[config.mk]
export PLATFORM = sky130hd
export DESIGN_NAME = arbitro_escrita_reg
export DESIGN_NICKNAME = d
export VERILOG_FILES = /design/src/rtl/arbitro_escrita_reg.sv
export SDC_FILE = /design/constraint.sdc
export NUM_CORES = 1
export LEC_CHECK = 0
export ABC_CLOCK_PERIOD_IN_PS = 3050
export CAP_MARGIN = 10
export CORE_ASPECT_RATIO = 0.6
export CORE_MARGIN = 4
export CORE_UTILIZATION = 40
export DETAILED_ROUTE_END_ITERATION = 10
export PLACE_DENSITY = 0.81
export SYNTH_ARGS = -nofsm -noshare
export SYNTH_HDL_FRONTEND = slang
export SYNTH_SLANG_ARGS = --single-unit
[constraint.sdc]
create_clock -name clock -period 3.05 [get_ports clock]
set_clock_uncertainty 0.1 [all_clocks]
set_input_delay 0.7625 -clock clock [delete_from_list [all_inputs] [get_ports clock]]
set_output_delay 0.7625 -clock clock [all_outputs]
set_load 0.02 [all_outputs]
[src/rtl/arbitro_escrita_reg.sv]
// arbitro_escrita_reg: round-robin arbiter for the register file write port, with a
// clear sequencer that zeroes every register before requesters are served.
module arbitro_escrita_reg #(
  parameter int N_REQ = 3,
  parameter int N_REGS = 64,
  parameter int LARG = 32,
  parameter int LIMPA_INICIAL = 1,
  parameter int PROTEGE_ZERO = 1
) (
  input  logic                  clock,
  input  logic                  reset_n,
  input  logic [N_REQ-1:0]      req_valido,
  input  logic [6*N_REQ-1:0]    req_reg,
  input  logic [LARG*N_REQ-1:0] req_dado,
  output logic [N_REQ-1:0]      req_pronto,
  input  logic                  limpa_req,
  output logic                  reg_write,
  output logic [5:0]            reg_escrita,
  output logic [LARG-1:0]       escreve_dado,
  output logic                  ocupado
);
  localparam int PW = $clog2(N_REQ);
  localparam logic LIMPA = 1'b0;
  localparam logic ATIVO = 1'b1;
  localparam logic [5:0] ULTIMO = 6'(N_REGS - 1);
  logic estado;
  logic [5:0] cnt;
  logic [PW-1:0] ptr, sel;
  logic achou, aceita;
  logic [5:0] sel_reg;
  logic [LARG-1:0] sel_dado;
  // Scan downward so the candidate closest to ptr is the last one to win.
  always_comb begin
    sel = '0;
    achou = 1'b0;
    for (int k = N_REQ - 1; k >= 0; k--)
      if (req_valido[(int'(ptr) + k) % N_REQ]) begin
        sel = PW'((int'(ptr) + k) % N_REQ);
        achou = 1'b1;
      end
  end
  assign aceita = estado == ATIVO && !limpa_req && achou;
  assign req_pronto = aceita ? N_REQ'(1) << sel : '0;
  assign sel_reg = req_reg[6*int'(sel) +: 6];
  assign sel_dado = req_dado[LARG*int'(sel) +: LARG];
  assign ocupado = estado == LIMPA;
  always_ff @(posedge clock or negedge reset_n)
    if (!reset_n) begin
      estado <= LIMPA_INICIAL != 0 ? LIMPA : ATIVO;
      cnt <= '0;
      ptr <= '0;
      reg_write <= 1'b0;
      reg_escrita <= '0;
      escreve_dado <= '0;
    end else if (estado == LIMPA) begin
      reg_write <= 1'b1;
      reg_escrita <= cnt;
      escreve_dado <= '0;
      cnt <= cnt == ULTIMO ? '0 : cnt + 6'd1;
      if (cnt == ULTIMO) estado <= ATIVO;
    end else begin
      reg_write <= aceita && !(PROTEGE_ZERO != 0 && sel_reg == '0);
      if (aceita) begin
        reg_escrita <= sel_reg;
        escreve_dado <= sel_dado;
        ptr <= sel == PW'(N_REQ - 1) ? '0 : sel + PW'(1);
      end
      if (limpa_req) estado <= LIMPA;
    end
endmodule

; ---- After elaboration in Yosys (flattened, before gate mapping)
; Cells that the tools add are included.
; W data, S select, Z words.
[op_classes]
add_sub_neg = 4
mul = 1
n_div = 3
n_lt_le_gt_ge = 3
n_eq_ne = 3
shift = 3
n_mux = 26
bitwise = 1
reduce_logical = 7
[ops]
columns = operator, count
row1 = $lt A32 B4 Y1 const B, 3
row2 = $shiftx A96 B8 Y32, 1
row3 = $mod A32 B3 Y32 const B, 2
row4 = $mux W32, 2
row5 = $mod A3 B3 Y32 const B, 1
row6 = $mux W6, 3
row7 = $shiftx A18 B6 Y6, 1
row8 = $mux W1, 13
row9 = $mux W2, 4
row10 = $add A6 B1 Y6 const B, 1
row11 = $bmux W1 S2, 3
row12 = $eq A6 B6 Y1 const B, 1
row13 = $logic_not A6 Y1, 1
row14 = $mul A2 B2 Y4 const A, 1
row15 = $add A2 B1 Y3 const B, 1
row16 = $add A2 B2 Y3 const B, 1
row17 = $logic_and A1 B1 Y1, 3
row18 = $mux W3, 1
row19 = $shl A1 B2 Y3 const A, 1
row20 = $add A2 B1 Y2 const B, 1
row21 = $eq A2 B2 Y1 const B, 1
row22 = $logic_not A1 Y1, 2
row23 = $ne A2 B1 Y1 const B, 1
row24 = $reduce_and A2 Y1, 1
row25 = $not A1 Y1, 1
[totals]
reg_bits = 48
latch_bits = 0
ram_bits = 0
mem_bits_ro = 0
inputBits = 120
output_inout_bits = 43
elab_cells = 57
mem_count = 0

; ---- Longest topological paths before layout
[logic_depth]
depth_word = 14
ltp_mapped = 11
mapped_depth_nobuf = 8

; ---- Worst setup path after synthesis
; OpenSTA, ideal clock, no wires.
[synth_path]
path_type = register to output
from = register ptr[0]
to = output req_pronto[2]
arrival_ns = 2.206
t_required_ns = 2.188
slack_ns = -0.018
stages_incl_launch_ff = 10
path_buffers = 3
path_cell_list = dfrtp_1 -> inv_1 -> ha_1 -> buf_6 -> nor3b_1 -> o31a_1 -> a41o_1 -> buf_6 -> buf_6 -> nor3_1
[synth_via]
elab_chain_cells = 10
elab_cells_between_ends = 23
classes_between = add/sub: 2 / div: 3 / shift: 1 / mux: 16 / reduce/logical: 1
[synth_lines]
columns = element, line_no
row1 = from (decl), 28  ; logic [PW-1:0] ptr, sel;
row2 = from (signal assigned), 66  ; ptr <= sel == PW'(N_REQ - 1) ? '0 : sel + PW'(1);
row3 = $add A2 B2 Y3, "37, 38"
row4 = $mod A32 B3 Y32, "37, 38"
row5 = $bmux W1 S2, 37  ; if (req_valido[(int'(ptr) + k) % N_REQ]) begin
row6 = $mux W1 (not written as such) (2 in series), 37
row7 = $mux W2 or $mux W1 (tied branches) (3 in series), 37
row8 = $shl A1 B2 Y3 or $logic_and A1 B1 Y1 (tied branches), "43, 42"
row9 = $mux W3 *, 43  ; assign req_pronto = aceita ? N_REQ'(1) << sel : '0;
row10 = to (decl), 15  ; output logic [N_REQ-1:0] req_pronto,
; Mark *: on every way between the ends. The rest lies on a longest branch, timed or not. The select of a mux whose other input is x is not followed.

; ---- Worst setup path after layout
[layout_path]
from = register ptr[0]
to = output req_pronto[0]
; The elaborated chain is that of the path after synthesis.

==> results.json <==
{
  "run_status": "complete, no violations",
  "vias_in_the_first_global_route": 3143,
  "h-tree-depth": 2,
  "synthArstFlopShare": 1.00,
  "floorplan.initialDensity": 0.421,
  "diodes": 0,
  "slew-limit-headroom": 0.612,
  "number_of_flops_mapped_to_enable_cells_by_yosys": 0,
  "synth_flop_cell": "sky130_fd_sc_hd__dfrtp_1",
  "final-max-slew-violation-count": 0,
  "clock_sink_count": 48,
  "grt.total_usage": 0.218,
  "combPwrFrac": 0.429,
  "postSynthRegisterBits": 48,
  "clock_power_share": 0.227,
  "swShare": 0.341,
  "worst_ir_drop_vdd_mv": 0.347,
  "worst_hold_path_type": "in -> async",
  "chipWidth_um": 122,
  "ys_warn_count": 0,
  "via_per_inst": 5.47,
  "placed_cells": 574,
  "area.growth.synth_to_final_pct": 62.1,
  "setup_repair_after_global_routing_missed_its_margin": "true",
  "fin_crit_sh": 0.996,
  "grt_first_pass_wirelength_um": 16600,
  "cellInternalPower_w": 0.00161,
  "gp_congestion": 0.827,
  "overflow_left_after_global_routing": 0,
  "startpoint_of_the_worst_slack_reg_to_reg_timing_path": "ptr[0]",
  "synth.cell_area_um2": 3130,
  "cts-root-buf": "sky130_fd_sc_hd__clkbuf_16",
  "io_pins": 163,
  "layout-drive-gt1-share": 0.110,
  "synthesis.instances": 318,
  "design.die.area_um2": 9360,
  "pwr_density_cell_nw_per_um2": 480,
  "route.final.wire_length_um": 10600,
  "synth.lib_cells_used.distinct": 49,
  "cts_made_buffers": 5,
  "min_period_ns": 3.04,
  "fmax_mhz": 329,
  "ant_nets": 0,
  "rows": 24,
  "cp.required_ns": 2.19,
  "cts_buffer_depth": 2,
  "timing.rr.end": "reg_escrita[0]",
  "num_vias": 3195,
  "grt_start_max_net_pins": 82,
  "leakagePower_nw": 2.11,
  "detailedRoute.firstPassIterationCount": 4,
  "ys_seq_area_frac": 0.383,
  "timing.setup.critical_path_class": "reg -> out",
  "grt_antenna_before_repair": 0,
  "drt-initial-drc-count": 208,
  "syn-num-nets": 442,
  "startpoint_type": "flip-flop",
  "path_max_fanout": 8,
  "worst_pin_slew_ns": 0.582,
  "drc": 0,
  "timing_hold_violations_final": 0,
  "seq_power_share": 0.345,
  "floorplan.core_area_um2": 7450,
  "power.switching_w": 0.000830,
  "clkTransAtPathRegs_ns": 0.06,
  "r2r.worst_path.cells": 10,
  "route.detailed.wl_per_inst_um": 18.2,
  "instances_no_fill": 584,
  "worst_skew_pair.late_latency_ns": 0.28,
  "timing.final.setup_violations": 0,
  "tritoncts": "done",
  "number_of_maximum_capacitance_violations": 0,
  "layout.nets": 603,
  "dpl.hpwl_um": 8000,
  "power.total_w": 0.00244,
  "endpoint_kind_of_the_worst_setup_timing_path": "output pin",
  "buffer_ports.inserted": 162,
  "worst-r2r-setup-slack_ns": 0.11,
  "worst-endpoint-arrival_ns": 2.17,
  "die_h_um": 76.6,
  "avgSynthCellArea_um2": 9.85
}
-- cell usage in the layout, fill, tap and decap left out, drive strengths merged, types with 2 or more instances in the layout --
cell type      synthesis  final
a211oi                35     35
o211ai                 2      2
a31o                  30     30
o22ai                  2      2
clkbuf                 8      9
a31oi                  2      2
nand2                 13     13
o31ai                  2      2
nor2b                  4      4
o21bai                 3      3
nor3b                  2      2
and3                   3      3
a21oi                  2      2
a211o                  3      3
ha                     4      4
o21ai                  3      3
buf                   24     28
a311o                  2      2
clkdlybuf4s50          0    155
nand3                  9      9
xnor2                  2      2
o221ai                 3      3
mux2i                 41     41
dfrtp                 48     48
nor3                   6      6
inv                    9      9
nor2                  42     42
dlygate4sd2            0      2
-- synthesized netlist by cell type, drive strengths merged, types with 3 or more instances --
cell type,count,share of area
a211o,3,0.0084
a211oi,35,0.084
a31o,30,0.084
and3,3,0.0060
buf,24,0.066
clkbuf,8,0.010
dfrtp,48,0.38
ha,4,0.016
inv,9,0.011
mux2i,41,0.13
nand2,13,0.016
nand3,9,0.014
nor2,42,0.050
nor2b,4,0.010
nor3,6,0.0096
o21ai,3,0.0060
o21bai,3,0.0072
o221ai,3,0.010
-- power groups by stage --
| stage | sequential [W] | clock (W) | combinational [W] |
|---|---|---|---|
| 6_report | 0.000839 | 0.000553 | 0.00104 |
| 5_1_grt | 0.000851 | 0.000593 | 0.00113 |
| 2_1_floorplan | 0.000874 | 0 | 0.000568 |
| 3_5_place_dp | 0.000840 | 0 | 0.00100 |
| 4_1_cts | 0.000832 | 0.000564 | 0.00101 |
| 3_3_place_gp | 0.000839 | 0 | 0.000977 |
-- timing repair --
item	in CTS	in global routing
gates resized for setup	19	18
setup endpoints to repair	13	24
hold buffers	0	0
setup buffers	0	2
pin swaps	1	6
-- logic make-up (layout without fill, tap and decap cells) --
group | count (synthesis) | count (layout) | share of synthesized area
flops | 48 | 48 | 0.383
mux | 42 | 42 | 0.135
buf+inv | 41 | 203 | 0.0867
compound gates | 96 | 96 | 0.246
simple gates | 84 | 84 | 0.125
xor+xnor | 3 | 3 | 0.00839
fa+ha+maj | 4 | 4 | 0.0160
-- metal layers --
| metal | vias to the layer above | global-route usage | wire length [um] |
|---|---|---|---|
| li1 | 1516 | - | - |
| met1 | 1541 | 0.313 | 4980 |
| met3 | 6 | 0.0601 | 862 |
| met5 | - | 0 | 0 |
| met4 | 0 | 0.0279 | 59 |
| met2 | 132 | 0.335 | 4700 |
-- area by class of cell --
cell class / count / area [um^2]
Fill cell: 605 / 2370
Timing Repair Buffer: 186 / 1800
Multi-Input combinational cell: 229 / 1770
Sequential cell: 48 / 1200
Clock buffer: 8 / 146
Tap cell: 104 / 130
Inverter: 9 / 33.8
-- stage by stage --
stage,setup WS [ns],hold WS [ns],setup TNS [ns],utilization,cell area [um^2]
floorplan,0.0933,0.338,0,-,3140
global placement,-0.578,0.354,-9.21,0.651,4850
detailed placement,-0.669,0.374,-12.86,0.651,4850
CTS,-0.0206,0.164,-0.0239,0.670,4990
global route,-0.0751,0.163,-0.218,0.682,5080
finish,0.0132,0.171,0,0.682,5080
-- flip-flops by register name, indices dropped and copies added (netlist names) --
register	count
cnt	6
reg_escrita	6
ptr	2
escreve_dado	32
estado	1
reg_write	1
-- worst max-delay path by stage --
stage             startpoint       endpoint  slack (ns)
2_1_floorplan         ptr[0]  req_pronto[0]        0.09
3_3_place_gp   req_valido[0]  req_pronto[0]       -0.58
3_5_place_dp   req_valido[0]  req_pronto[0]       -0.67
4_1_cts               ptr[0]  req_pronto[0]       -0.02
5_1_grt               ptr[0]  req_pronto[0]       -0.08
6_report              ptr[0]  req_pronto[0]        0.01
-- worst max-delay path, stage by stage, from the launching register on --
cell and delay, ns:
sky130_fd_sc_hd__dfrtp_1 0.43, sky130_fd_sc_hd__inv_2 0.10, sky130_fd_sc_hd__ha_4 0.21, sky130_fd_sc_hd__mux2i_2 0.25, sky130_fd_sc_hd__o21ai_2 0.10, sky130_fd_sc_hd__buf_6 0.13, sky130_fd_sc_hd__o311ai_4 0.43, sky130_fd_sc_hd__nor3b_4 0.09
sky130_fd_sc_hd__buf_6 0.15
Note: power is estimated with default switching activity, not from simulation.
